File: config.mk
export PLATFORM = sky130hd
export DESIGN_NAME = series_func_engine
export DESIGN_NICKNAME = d
export VERILOG_FILES = /design/src/rtl/series_func_engine.sv
export SDC_FILE = /design/constraint.sdc
export NUM_CORES = 1
export LEC_CHECK = 0
export ABC_AREA = 1
export CAP_MARGIN = 15
export CELL_PAD_IN_SITES_DETAIL_PLACEMENT = 1
export CELL_PAD_IN_SITES_GLOBAL_PLACEMENT = 1
export CORE_UTILIZATION = 40
export DETAILED_ROUTE_END_ITERATION = 8
export PLACE_DENSITY = 0.72
export SLEW_MARGIN = 10
export SYNTH_ARGS = -nofsm -noshare
export SYNTH_HDL_FRONTEND = slang
export SYNTH_SLANG_ARGS = --single-unit
File: constraint.sdc
create_clock -name clk -period 13.35 [get_ports clk]
set_input_delay 1.335 -clock clk [delete_from_list [all_inputs] [get_ports clk]]
set_output_delay 1.335 -clock clk [all_outputs]
set_load 0.05 [all_outputs]
File: src/rtl/series_func_engine.sv
// series_func_engine: Horner-method series evaluator, one coefficient per clock.
// Coefficients are read from an external combinational table via addr/tableData.
// Result is a saturated signed fixed-point value with I_WIDTH integer bits and
// F_WIDTH fraction bits.
//
// Build option:
//   SERIES_FUNC_ROUND_EN  defined   -> product is rounded half up before the add
//                         undefined -> product is truncated (floor)
//
// state | meaning
// IDLE  | waiting for start, addr=0
// LOAD  | reading c[N-1] into the accumulator (completes here when N=1)
// ITER  | one Horner step per cycle, k counts down to 0
// Completion is a registered update on the last LOAD/ITER edge, so the
// design returns straight to IDLE with done pulsing for one cycle.
module series_func_engine #(
  parameter int F_WIDTH      = 8,
  parameter int I_WIDTH      = 2,
  parameter int NUM_OF_TERMS = 8,
  parameter int CNT_WIDTH    = 4,
  parameter int FUNC_WIDTH   = 2
) (
  input  logic                          clk,
  input  logic                          rst,
  input  logic                          start,
  input  logic [FUNC_WIDTH-1:0]         func,
  input  logic [F_WIDTH-1:0]            x,
  output logic                          busy,
  output logic                          done,
  output logic                          ovf,
  output logic [FUNC_WIDTH+CNT_WIDTH-1:0] addr,
  input  logic [I_WIDTH+F_WIDTH-1:0]    tableData,
  output logic [I_WIDTH-1:0]            resultIPart,
  output logic [F_WIDTH-1:0]            resultFPart
);

  localparam int W   = I_WIDTH + F_WIDTH;
  localparam int P_W = W + F_WIDTH + 1;
  localparam int S_W = P_W + 1;

  localparam logic [CNT_WIDTH-1:0] K_LAST  = CNT_WIDTH'(NUM_OF_TERMS - 1);
  localparam logic [CNT_WIDTH-1:0] K_START =
    CNT_WIDTH'((NUM_OF_TERMS > 1) ? (NUM_OF_TERMS - 2) : 0);

  typedef enum logic [1:0] {
    S_IDLE = 2'd0,
    S_LOAD = 2'd1,
    S_ITER = 2'd2
  } state_t;

  state_t                  state_q;
  logic [FUNC_WIDTH-1:0]   func_q;
  logic [F_WIDTH-1:0]      x_q;
  logic [CNT_WIDTH-1:0]    k_q;
  logic [W-1:0]            acc_q;
  logic                    ovf_acc_q;
  logic [W-1:0]            result_q;
  logic                    ovf_q;
  logic                    busy_q;
  logic                    done_q;

  // Horner step datapath: widths are chosen so nothing is lost before saturation.
  logic signed [P_W-1:0]   acc_ext;
  logic signed [P_W-1:0]   x_ext;
  logic signed [P_W-1:0]   prod;
  logic signed [P_W-1:0]   prod_adj;
  logic signed [P_W-1:0]   term;
  logic signed [S_W-1:0]   sum;
  logic [S_W-W:0]          sum_hi;
  logic                    sat;
  logic [W-1:0]            acc_d;

  assign acc_ext = {{(P_W-W){acc_q[W-1]}}, acc_q};
  assign x_ext   = {{(P_W-F_WIDTH){1'b0}}, x_q};
  assign prod    = acc_ext * x_ext;

`ifdef SERIES_FUNC_ROUND_EN
  localparam logic signed [P_W-1:0] ROUND_HALF = P_W'(1) << (F_WIDTH - 1);
  assign prod_adj = prod + ROUND_HALF;
`else
  assign prod_adj = prod;
`endif

  assign term   = prod_adj >>> F_WIDTH;
  assign sum    = {term[P_W-1], term} + {{(S_W-W){tableData[W-1]}}, tableData};

  // In range only when every bit from the W-bit sign position upward agrees.
  assign sum_hi = sum[S_W-1:W-1];
  assign sat    = !((&sum_hi) || (~|sum_hi));
  assign acc_d  = !sat               ? sum[W-1:0] :
                  sum[S_W-1]         ? {1'b1, {(W-1){1'b0}}} :
                                       {1'b0, {(W-1){1'b1}}};

  // Coefficient address follows the registered state and term index.
  always_comb begin
    addr = '0;
    case (state_q)
      S_LOAD:  addr = {func_q, K_LAST};
      S_ITER:  addr = {func_q, k_q};
      default: addr = '0;
    endcase
  end

  // Sequencer: accept start, load the leading coefficient, iterate, complete.
  always_ff @(posedge clk) begin
    if (!rst) begin
      state_q   <= S_IDLE;
      func_q    <= '0;
      x_q       <= '0;
      k_q       <= '0;
      acc_q     <= '0;
      ovf_acc_q <= 1'b0;
      result_q  <= '0;
      ovf_q     <= 1'b0;
      busy_q    <= 1'b0;
      done_q    <= 1'b0;
    end else begin
      done_q <= 1'b0;
      case (state_q)
        S_IDLE: begin
          if (start) begin
            func_q    <= func;
            x_q       <= x;
            ovf_acc_q <= 1'b0;
            busy_q    <= 1'b1;
            state_q   <= S_LOAD;
          end
        end
        S_LOAD: begin
          if (NUM_OF_TERMS == 1) begin
            result_q <= tableData;
            ovf_q    <= ovf_acc_q;
            done_q   <= 1'b1;
            busy_q   <= 1'b0;
            state_q  <= S_IDLE;
          end else begin
            acc_q   <= tableData;
            k_q     <= K_START;
            state_q <= S_ITER;
          end
        end
        S_ITER: begin
          acc_q     <= acc_d;
          ovf_acc_q <= ovf_acc_q | sat;
          if (k_q == '0) begin
            result_q <= acc_d;
            ovf_q    <= ovf_acc_q | sat;
            done_q   <= 1'b1;
            busy_q   <= 1'b0;
            state_q  <= S_IDLE;
          end else begin
            k_q <= k_q - CNT_WIDTH'(1);
          end
        end
        default: begin
          busy_q  <= 1'b0;
          state_q <= S_IDLE;
        end
      endcase
    end
  end

  assign busy        = busy_q;
  assign done        = done_q;
  assign ovf         = ovf_q;
  assign resultIPart = result_q[W-1:F_WIDTH];
  assign resultFPart = result_q[F_WIDTH-1:0];

endmodule
==> impl_metrics.json <==
{
  "track_usage": 0.219,
  "placed_cells": 970,
  "setup_violations": 0,
  "clkLatencyLatePin_ns": 0.30,
  "cp-start-kind": "register",
  "max_freq_ghz": 0.157,
  "yosysMostFrequentCell": "nand2_1",
  "antenna_found_initial": 0,
  "hpwl_um": 12300,
  "dpl_cell_area_sq_um": 6090,
  "synth_edf_count": 0,
  "overflow": 0,
  "place_congestion": 0.865,
  "io_buffers": 41,
  "vias": 4816,
  "yosysWarnings": 0,
  "min_from": "k_q[0]",
  "worst-setup-path-type": "reg -> reg",
  "drive_gt1_frac": 0.0611,
  "viasPerCell": 4.92,
  "multi_input_area_sq_um": 3930,
  "fin_util": 0.465,
  "diodes": 0,
  "critPathLaunch": "x_q[0]",
  "peakVddDrop_v": 0.000293,
  "maxCapViolations": 0,
  "hold_viol": 0,
  "synth_top_area_share": 0.236,
  "worst_pin_slew_ns": 1.06,
  "synth_cell_types": 35,
  "cp.required_ns": 13.51,
  "clockBufferDepth": 2,
  "p_leak_nw": 3.43,
  "ys_ff_latch": 40,
  "powerDensity_nw_per_um2": 259,
  "cts.sinks": 40,
  "period_share": 0.476,
  "critPathMaxFanout": 19,
  "slew_headroom": 0.293,
  "first_pass_iters": 4,
  "post_cts_buffers": 0,
  "synth_commonest_cells": "190 x nand2_1, 184 x inv_1, 66 x fa_1, 53 x nor2_1, 49 x ha_1",
  "reg2reg_slack_ns": 7.00,
  "drv_slew": 0,
  "clock_skew_ns": 0.00929,
  "synth_nets": 921,
  "cts_hold_buffers": 0,
  "ys_top_cells_by_area": "fa_1 24%, dfxtp_1 14%, nand2_1 13%",
  "async_reset_ff_frac": 0,
  "wirelength_um": 14700,
  "synthToLayoutAreaGrowth_pct": 11.8,
  "setup_tns_ns": 0,
  "drc": 0,
  "start_util": 0.416,
  "grt_pass1_vias": 5212,
  "cts-htree-levels": 2,
  "drt-initial-drc-count": 193,
  "ys_seq_area_frac": 0.143,
  "netlist_instances": 783,
  "worstPathArrival_ns": 6.52,
  "dieArea_sq_um": 14500,
  "seq_area_sq_um": 801,
  "final_area_sq_um": 6260,
  "synthesis.area_sq_um": 5600,
  "grt_max_degree": 27,
  "holdCritPathClass": "reg -> reg",
  "numCtsBuffers": 5,
  "dieWidth_um": 120,
  "r2r-start": "x_q[0]",
  "route.detailed.wl_per_inst_um": 15.0,
  "post-route-min-period_ns": 6.35,
  "yosys.area.top_type": "fa_1",
  "ant_nets": 0,
  "grt_setup_unrepaired": "no",
  "cts.clk_slew.worst_paths_ns": 0.07,
  "syn_avg_cell_area_sq_um": 7.15,
  "grt_pass1_wl_um": 25000,
  "nFillCells": 1773,
  "instances_no_fill": 978,
  "post_cts_resized": 0,
  "cts_root_buf": "clkbuf_16",
  "cts_tree": "yes",
  "endpoint_kind": "register",
  "die_y_um": 120,
  "core_area_sq_um": 13500,
  "top_level_ports": 42,
  "status": "finished clean",
  "ys.flop_type": "dfxtp_1",
  "final_nets": 939,
  "placement_rows": 42
}
[final cells by class]
class	count	share of cell area
clock inverter	3	0.00740
tap	176	0.0352
multi-input combinational	518	0.627
inverter	195	0.117
timing repair buffer	41	0.0656
sequential	40	0.128
clock buffer	5	0.0200
[metal layers]
metal  share of wire  vias to the layer above  GRT usage
li1                -                     2384          -
met1            0.45                     2366      0.272
met2            0.52                       51      0.402
met3           0.019                       15     0.0245
met4           0.014                        0     0.0532
met5               0                        -          0
[kinds of logic (layout without fill, tap and decap cells)]
kind of cell    after synthesis  in the layout  share of synthesized area
simple gates                295            295                      0.227
buf+inv                     225            244                      0.156
fa+ha+maj                   115            115                      0.346
compound gates               89             89                     0.0986
flops                        40             40                      0.143
xor+xnor                     19             19                     0.0297
[through the flow]
stage          hold WS, ns  total power (W)  setup slack [ns]
3_3_place_gp         0.414          0.00144              7.08
6_report             0.432          0.00162              7.00
5_1_grt              0.454          0.00180              6.46
4_1_cts              0.433          0.00164              6.90
2_1_floorplan        0.403          0.00120              7.77
3_5_place_dp         0.423          0.00148              6.93
[report_power, final]
part / internal (W) / total, W / switching, W
Clock: 0.0000890 / 0.000146 / 0.0000566
Combinational: 0.000404 / 0.00122 / 0.000819
Sequential: 0.000165 / 0.000253 / 0.0000875
Total: 0.000658 / 0.00162 / 0.000963
[layout by cell type (no fill, tap or decap), types with 2 or more instances in the layout]
cell type / n
nand2_1: 190
inv_1: 184
fa_1: 66
nor2_1: 53
ha_1: 49
a21oi_1: 41
clkdlybuf4s50_1: 41
dfxtp_1: 40
o21ai_0: 25
nand3_1: 21
xor2_1: 13
nand3_2: 12
inv_2: 10
o211ai_2: 9
nand4_1: 8
xnor2_1: 6
clkbuf_16: 5
o211ai_1: 3
a31oi_1: 2
nor3_1: 2
nand3b_1: 2
a211oi_1: 2
nand2_2: 2
nor2_2: 2
o21bai_1: 2
a21oi_2: 2
nand2_4: 2
[registers in the layout (all words and copies together) (netlist names), 2 cells and up]
signal,count
state_q,2
x_q,8
result_q,10
k_q,4
acc_q,10
func_q,2
[worst max-delay path, cell delays in order (launching register included)]
cell	delay [ns]
dfxtp_1	0.58
nand2_1	0.17
inv_1	0.15
fa_1	0.43
inv_1	0.28
fa_1	0.57
fa_1	0.54
fa_1	0.54
inv_1	0.04
ha_1	0.35
a21oi_1	0.25
o21ai_0	0.11
a221oi_1	0.36
nand2_1	0.09
nand2_1	0.06
nand2_1	0.07
ha_1	0.34
nand2_1	0.11
nor2_2	0.13
nand4_1	0.16
nand3_1	0.11
nand2_1	0.06
nand2_2	0.09
inv_2	0.07
nand2_4	0.24
nand3_1	0.12
nand2_1	0.10
a21oi_1	0.06
[path summary, 6_finish.rpt]
check             end  depth (start not counted)
max          acc_q[1]                         27
min            k_q[0]                          1
max reg2reg  acc_q[1]                         27
min reg2reg    k_q[0]                          1
No activity file was read; power rests on OpenSTA's default activity.
==> edit (same flow settings) <==
Put a register stage on the output `resultFPart`, without a reset. The value now appears one clock later. The other outputs are not delayed to match.
--- a/src/rtl/series_func_engine.sv
+++ b/src/rtl/series_func_engine.sv
@@ -164,6 +164,8 @@
   assign done        = done_q;
   assign ovf         = ovf_q;
   assign resultIPart = result_q[W-1:F_WIDTH];
-  assign resultFPart = result_q[F_WIDTH-1:0];
+  always_ff @(posedge clk) begin
+    resultFPart <= result_q[F_WIDTH-1:0];
+  end
 
 endmodule
Function: changed (Yosys sat finds a counterexample within 10 cycles, from zero or initial values and one cycle with rst low).
==> edit against the original RTL <==
  * Design area is 1.9% higher
  * Sequential cell count is 8 higher
  * Cell count is 0.51% higher
  * Worst hold slack worse by 0.068 ns
  * Via count is 0.81% higher
  * Largest power group unchanged
  * Total power is 2.0% higher
  * Worst setup slack worse by 0.16 ns
  * Area after synthesis is 1.8% higher
  * Routed wire length is 3.1% lower
  * Clock skew is 0.0021 ns lower
==> edit: results (changes against the original RTL) <==
The largest registers in the layout are acc_q (10), result_q (10). The post-synthesis xor/xnor area fraction was 2.92% (-0.052 points). By area the synthesized netlist is led by sky130_fd_sc_hd__fa_1 23%, sky130_fd_sc_hd__dfxtp_1 17%, sky130_fd_sc_hd__inv_1 12%, sky130_fd_sc_hd__nand2_1 12%, sky130_fd_sc_hd__ha_1 11%.

The detailed placer's ending HPWL was 12.2 mm (-1.1%); the via density per instance was 4.94 (+0.30%). The run gives 940 (+0.11%) as the final-stage net count. The unique cell type count in the Yosys netlist was 33 (-5.7%). The sequential cell area fraction in the yosys report was 16.9% (+2.6 points). The run gives 983 (+0.51%) as the number of cells in the finished layout apart from fillers.

The adder and majority gate portion of the synthesized area is 34.0% (-0.61 points). The tools report the last weighted congestion value of the routability-driven placer as 0.811 (-6.2%). Highest ir drop seen on vdd: 0.175 mV (-40%).

The slew of the pin with the lowest slew margin was 1.05 ns (-0.00471 ns); the switching power share of the total was 57.9% (-1.4 points). The longest individual stage delay on the worst path works out to 0.64 ns (+0.06 ns). First-pass GRT wire length: 24.2 mm (-3.3%).

The ratio of cells with drive above 1 in the final layout was 5.35% (-0.75 points); the static leakage was 0.00346 uW (+0.85%). The area fraction in compound gates after synthesis came out at 10.1% (+0.20 points). Via count of the first global-routing pass: 5269 (+1.1%). The arrival time at the worst endpoint was 6.68 ns (+0.16 ns). Ranked by instance count, the synthesized netlist is headed by 183 x sky130_fd_sc_hd__inv_1, 181 x sky130_fd_sc_hd__nand2_1, 66 x sky130_fd_sc_hd__fa_1. The run gives 1748 (-1.4%) as the number of filler cells placed in the layout. The average instance area after synthesis was 7.28 um^2 (+1.8%). First-iteration detailed-routing DRC count: 130 (-33%).

The number of instances on the worst hold path is 0 (-1). The length in cells of the worst reg-to-reg path came out at 28 (+3.7%). The largest clock skew in the final design is 0.00718 ns (-0.00211 ns).

The global routing usage summed across all routing layers was 20.7% (-1.2 points). The flow ran to the end, and the final reports show no timing, DRC or antenna violations.
-- edit: worst max-delay path: cells and delay by family, from the launching register on --
family                     cells  cell delay, ns
adders and majority gates      6            2.75
AOI/OAI and AO/OA              8            1.76
and+or+nand+nor               10            1.01
DFF                            1            0.64
buffers and inverters          4            0.24
-- edit: final timing paths --
kind	end	start	slack [ns]
worst max-delay path	ovf_acc_q$_SDFFE_PN0P_	x_q[5]$_SDFFE_PN0P_	6.84
worst min-delay path	resultFPart[3]$_DFF_P_	result_q[3]$_SDFFE_PN0P_	0.36
worst max register to register	ovf_acc_q$_SDFFE_PN0P_	x_q[5]$_SDFFE_PN0P_	6.84
worst min register to register	resultFPart[3]$_DFF_P_	result_q[3]$_SDFFE_PN0P_	0.36
-- edit: layer usage --
layer | up-vias | wire length (um) | global-route usage (%)
li1 | 2388 | - | -
met5 | - | 0 | 0
met4 | 0 | 269 | 6.40
met2 | 61 | 7510 | 39.2
met1 | 2387 | 6120 | 24.3
met3 | 19 | 332 | 1.97
-- edit: cells by family after synthesis --
| group | Yosys count |
|---|---|
| xor gates and xnor gates | 19 |
| buffers and inverters | 225 |
| DFF | 48 |
| and+or+nand+nor | 284 |
| adders and majority gates | 115 |
| AOI/OAI and AO/OA | 92 |
-- edit: per-stage QoR --
step                hold slack (ns)  instance area, um^2  power [uW]  setup WS [ns]  util [%]
CTS                           0.365                 6380        1680           6.78      46.0
global placement              0.352                 6200        1480           6.89      44.7
detailed placement            0.355                 6200        1520           6.79      44.7
global route                  0.374                 6380        1840           6.26      46.0
finish                        0.364                 6380        1650           6.84      46.0
floorplan                     0.349                 5700        1230           7.74         -
-- edit: final cells by class --
cell class | count | area (um^2) | share of cell area, %
clock buffers | 5 | 125 | 1.96
clock inverters | 3 | 50.0 | 0.785
inverters | 195 | 732 | 11.5
multi-input cells | 510 | 3870 | 60.6
flip-flops and latches | 48 | 961 | 15.1
well taps | 180 | 225 | 3.53
repair buffers | 42 | 418 | 6.55
-- edit: power by group through the flow --
stage / Sequential (uW) / Clock [uW] / Combinational (uW)
floorplan: 254 / 0 / 973
global placement: 285 / 0 / 1190
detailed placement: 288 / 0 / 1230
CTS: 285 / 156 / 1240
global route: 295 / 162 / 1380
finish: 284 / 152 / 1220
